==> config.mk <==
export PLATFORM = sky130hd
export DESIGN_NAME = axioma_irq_ctrl
export DESIGN_NICKNAME = d
export VERILOG_FILES = /design/src/rtl/axioma_irq_ctrl.sv
export SDC_FILE = /design/constraint.sdc
export NUM_CORES = 1
export LEC_CHECK = 0
export CORE_ASPECT_RATIO = 2
export CORE_MARGIN = 3
export CORE_UTILIZATION = 45
export DETAILED_ROUTE_END_ITERATION = 10
export PLACE_DENSITY_LB_ADDON = 0.3
export SLEW_MARGIN = 20
export SYNTH_ARGS = -nofsm -noshare
export SYNTH_HDL_FRONTEND = slang
export SYNTH_SLANG_ARGS = --single-unit
==> constraint.sdc <==
create_clock -name clk_i -period 3 [get_ports clk_i]
set_input_delay 0.6 -clock clk_i [delete_from_list [all_inputs] [get_ports clk_i]]
set_output_delay 0.6 -clock clk_i [all_outputs]
set_load 0.01 [all_outputs]
==> src/rtl/axioma_irq_ctrl.sv <==
// Prioritised interrupt controller: latches edge sources, arbitrates by fixed priority
// and hands one registered request/vector to the core with ack, clear and RETI tracking.
module axioma_irq_ctrl #(
    parameter int unsigned           NUM_SRC        = 25,
    parameter logic [NUM_SRC-1:0]    EDGE_MASK      = 25'h0000003,
    parameter int unsigned           HOLDOFF_CYCLES = 1
) (
    input  logic               clk_i,
    input  logic               reset_i,
    input  logic [NUM_SRC-1:0] irq_src_i,
    input  logic               global_ie_i,
    input  logic               irq_ack_i,
    input  logic               reti_done_i,
    output logic               irq_req_o,
    output logic [4:0]         irq_vector_o,
    output logic [NUM_SRC-1:0] irq_clr_o,
    output logic               irq_active_o,
    output logic [NUM_SRC-1:0] pending_o
);

    typedef enum logic [1:0] {StIdle, StReq, StService, StHoldoff} state_e;

    state_e               state_q;
    logic [NUM_SRC-1:0]   src_q;
    logic [NUM_SRC-1:0]   latch_q, latch_d;
    logic [NUM_SRC-1:0]   clr_q;
    logic                 req_q;
    logic [4:0]           vec_q;
    logic                 active_q;
    logic [3:0]           cnt_q;

    logic [NUM_SRC-1:0]   pending;
    logic [NUM_SRC-1:0]   vec_onehot;
    logic [4:0]           win_vec;
    logic                 arb_go;
    logic                 req_still;

    // A new rising edge beats a simultaneous clear so no event is lost.
    always_comb begin
        latch_d = (irq_src_i & ~src_q) | (latch_q & ~clr_q);
        pending = (EDGE_MASK & latch_q) | (~EDGE_MASK & irq_src_i);
    end

    always_comb begin
        win_vec = 5'd0;
        for (int i = NUM_SRC - 1; i >= 0; i--) begin
            if (pending[i]) begin
                win_vec = 5'(i + 1);
            end
        end
    end

    always_comb begin
        vec_onehot = '0;
        for (int i = 0; i < NUM_SRC; i++) begin
            vec_onehot[i] = (vec_q == 5'(i + 1));
        end
        req_still = |(pending & vec_onehot);
        arb_go    = global_ie_i && (|pending);
    end

    always_ff @(posedge clk_i or posedge reset_i) begin
        if (reset_i) begin
            state_q  <= StIdle;
            src_q    <= '0;
            latch_q  <= '0;
            clr_q    <= '0;
            req_q    <= 1'b0;
            vec_q    <= 5'd0;
            active_q <= 1'b0;
            cnt_q    <= 4'd0;
        end else begin
            src_q   <= irq_src_i;
            latch_q <= latch_d;
            clr_q   <= '0;
            unique case (state_q)
                StIdle: begin
                    if (arb_go) begin
                        state_q <= StReq;
                        req_q   <= 1'b1;
                        vec_q   <= win_vec;
                    end
                end
                StReq: begin
                    if (irq_ack_i) begin
                        state_q  <= StService;
                        req_q    <= 1'b0;
                        vec_q    <= 5'd0;
                        clr_q    <= vec_onehot;
                        active_q <= 1'b1;
                    end else if (!global_ie_i || !req_still) begin
                        state_q <= StIdle;
                        req_q   <= 1'b0;
                        vec_q   <= 5'd0;
                    end else if (win_vec < vec_q) begin
                        vec_q <= win_vec;
                    end
                end
                StService: begin
                    if (reti_done_i) begin
                        active_q <= 1'b0;
                        // With no holdoff the request may be raised as active drops.
                        if (HOLDOFF_CYCLES == 0) begin
                            if (arb_go) begin
                                state_q <= StReq;
                                req_q   <= 1'b1;
                                vec_q   <= win_vec;
                            end else begin
                                state_q <= StIdle;
                            end
                        end else begin
                            state_q <= StHoldoff;
                            cnt_q   <= 4'(HOLDOFF_CYCLES - 1);
                        end
                    end
                end
                StHoldoff: begin
                    if (cnt_q == 4'd0) begin
                        if (arb_go) begin
                            state_q <= StReq;
                            req_q   <= 1'b1;
                            vec_q   <= win_vec;
                        end else begin
                            state_q <= StIdle;
                        end
                    end else begin
                        cnt_q <= cnt_q - 4'd1;
                    end
                end
                default: state_q <= StIdle;
            endcase
        end
    end

    assign irq_req_o    = req_q;
    assign irq_vector_o = vec_q;
    assign irq_clr_o    = clr_q;
    assign irq_active_o = active_q;
    assign pending_o    = pending;

endmodule

==> flow_summary.yaml <==
sta:
  max_slew.worst_pin.slew_ps: 512
  whs_ps: 448
  period_minus_slack_ps: 3020
  slew-limit-headroom_pct: 65.5
  fin_skew_ps: 6.73
  max_freq_mhz: 331
  period_share_pct: 101
  rsz0062_at_grt: "yes"
  worst_slack_ps: -18.0
  finalSetupViolations: 2
  slew_viol_final: 0
  hold_viol_final: 0
synthesis:
  synthTopCellsByArea: "dfrtp_1 43%, buf_4 7.1%, nor2_1 6.5%"
  synth_top_cell_area_share_pct: 43.4
  async_flop_share_pct: 100
  synth_ff_type: "dfrtp_1"
  synth_edf_count: 0
  synth.distinct_cells: 46
  ys_seq_area_share_pct: 43.4
  syn_area_mm2: 0.00242
  syn_inst: 270
  synth_top_area_cell: "dfrtp_1"
  syn_area_per_cell_um2: 8.97
  synth_nets: 303
  ys_seq_elements: 42
  yosys_warnings: 0
drt:
  wl_um: 6760
  num_vias: 2357
  first_iter_violations: 57
  drc: 0
  ant_nets: 0
  post_drt_wl_per_cell_um: 15.5
  vias_per_cell: 5.41
  dr.pass1.iters: 4
cts:
  cts_tree: "done"
  clk_pin_slew_ps: 80
  clk_path_buf_depth: 2
  cts.sinks: 42
  clock-root-buffer: "clkbuf_8"
  cts-htree-levels: 2
  cts_buffers: 5
  clkLatencyLatePin_ps: 290
grt:
  grt_max_degree: 43
  gr-usage-all-layers_pct: 21.7
  antenna_found_initial: 0
  grt_pass1_wl_um: 10700
  grt_pass1_vias: 2381
  grt_overflow: 0
setup_path:
  timing.rr.end: "irq_vector_o[3]"
  crit_slowest_cell: "or4_4"
  crit_fanout: 3
  worstPathCellList: "buf_8 -> or4_4 -> or2b_1 -> nand2_1 -> nand2_1 -> a21boi_2 -> ha_4 -> a21oi_2 -> maj3_2 -> maj3_2 -> o41ai_4 -> a31oi_4 -> mux2_4"
  ff2ff_path_depth: 8
  worstPathArrival_ps: 3200
  r2r_slack_ps: 390
  crit_type: "primary input to flop"
  cp-start-kind: "primary input"
  cp-startpoint: "irq_src_i[17]"
  end_kind: "flop"
  slowest_delay_ps: 520
  timing.rr.start: "irq_vector_o[0]"
  worst_ep_required_time_ps: 3180
power_and_ir_drop:
  finalPower_mw: 2.05
  combPwrFrac_pct: 45.7
  seqPwrFrac_pct: 36.9
  pwr-share-clk_pct: 17.4
  power.density_mw_per_mm2: 559
  switchingPower_mw: 0.768
  swShare_pct: 37.4
  intPower_mw: 1.28
  power.leakage_nw: 1.63
  vdd_drop_max_mv: 0.408
placed_design:
  placed_cells: 426
  hpwl_um: 5270
  place.gp.congestion: 0.919
  port_buffers: 86
  placed_area_mm2: 0.00349
floorplanning:
  die_x_um: 57.9
  core_area_mm2: 0.00518
  die_y_um: 110
  fp-row-count: 37
  io_pins: 87
  start_util_pct: 46.7
  dieArea_mm2: 0.00635
final_layout:
  drive_gt1_share_pct: 22.2
  syn2layout_area_growth_pct: 51.4
  final_cell_area_mm2: 0.00367
  utilization_pct: 70.8
  nNetsFinal: 410
  n_antenna_cell: 0
  final_cells: 436
run_status:
  outcome: "complete, but fails checks"
  violations: "setup timing"
worst_hold_path:
  hp-class: "flop to flop"
  hold_end: "latch_q[1]"
  min_path_cells: 1
  min_from: "src_q[1]"
job:
  drv_cap: 0
## Yosys cell counts (all sizes together), types with 2 or more instances
cell type / n
nor4: 9
nand2: 20
o21a: 3
buf: 24
a31oi: 2
a311oi: 2
o21ai: 14
ha: 3
and2: 2
inv: 18
mux2i: 10
nor2: 42
o22ai: 3
nor3: 11
maj3: 2
xnor2: 3
and3: 2
a211oi: 2
dfrtp: 42
or4: 2
mux2: 2
nand2b: 5
nor3b: 3
nand4: 2
clkbuf: 8
nand3: 10
a21oi: 8
## through the flow
stage	worst slack, ps	setup TNS (ps)
floorplan	-148	-297
global placement	-574	-2810
detailed placement	-675	-3340
CTS	-17.8	-31.8
global route	-74.9	-346
finish	-18.0	-35.1
## cells in the final DEF (no fill, tap or decap), drive strengths merged, types with 4 or more instances in the layout
cell type      Yosys  layout
dlygate4sd2        0       4
nand2             20      20
nand3             10      10
buf               24      50
inv               18      18
mux2i             10      10
o21ai             14      14
nor2              42      42
nor3              11      11
nor4               9       9
clkdlybuf4s50      0      72
dfrtp             42      42
clkbuf             8       6
a21oi              8       8
nand2b             5       5
## power by group through the flow
stage	Clock, mW	Sequential [mW]	Combinational (mW)
floorplan	0	0.716	0.579
CTS	0.366	0.752	0.925
global route	0.386	0.770	1.02
detailed placement	0	0.763	0.893
global placement	0	0.759	0.868
finish	0.358	0.757	0.937
## worst max path at each step
stage	end	slack [ps]
5_1_grt	irq_vector_o[2]	-70
2_1_floorplan	irq_vector_o[0]	-150
3_5_place_dp	irq_vector_o[3]	-680
6_report	irq_vector_o[3]	-20
4_1_cts	irq_vector_o[0]	-20
3_3_place_gp	irq_vector_o[3]	-570
## cell type report
class / instances / area, µm²
repair buffers: 132 / 1210
multi-input cells: 178 / 1170
clock inverters: 3 / 21.3
flip-flops and latches: 42 / 1050
fillers: 410 / 1520
clock buffers: 5 / 68.8
inverters: 18 / 67.6
well taps: 58 / 72.6
## state kept, by name (all words and copies together), names as in the netlist, named ones only
register	flops
src_q	2
irq_clr_o	25
irq_active_o	1
state_q	1
irq_req_o	1
latch_q	2
cnt_q	4
irq_vector_o	5
## cells by family after synthesis
logic type	synth area share (%)
xor gates and xnor gates	1.45
adders and majority gates	2.48
muxes	6.30
and+or+nand+nor	22.8
DFF	43.4
AOI/OAI and AO/OA	12.2
buffers and inverters	11.4
## critical path, delay by kind of cell
kind	cells	cell delay, ps
AOI/OAI and AO/OA	4	700
buffers and inverters	1	100
muxes	1	320
adders and majority gates	3	630
and+or+nand+nor	4	860
## metal layers
layer	wire length (µm)	track usage, %
met5	0	0
met4	325	14.3
met3	354	3.06
met2	3840	39.7
met1	2240	22.0
## timing repair
action / 4_1_cts / 5_1_grt
setup endpoints to repair: 5 / 5
setup buffers: 1 / 1
hold buffers: 0 / 0
gates resized for setup: 42 / 11
endpoints found under the hold margin: 0 / 0
pin swaps: 15 / 3
No activity file was read; power rests on OpenSTA's default activity.
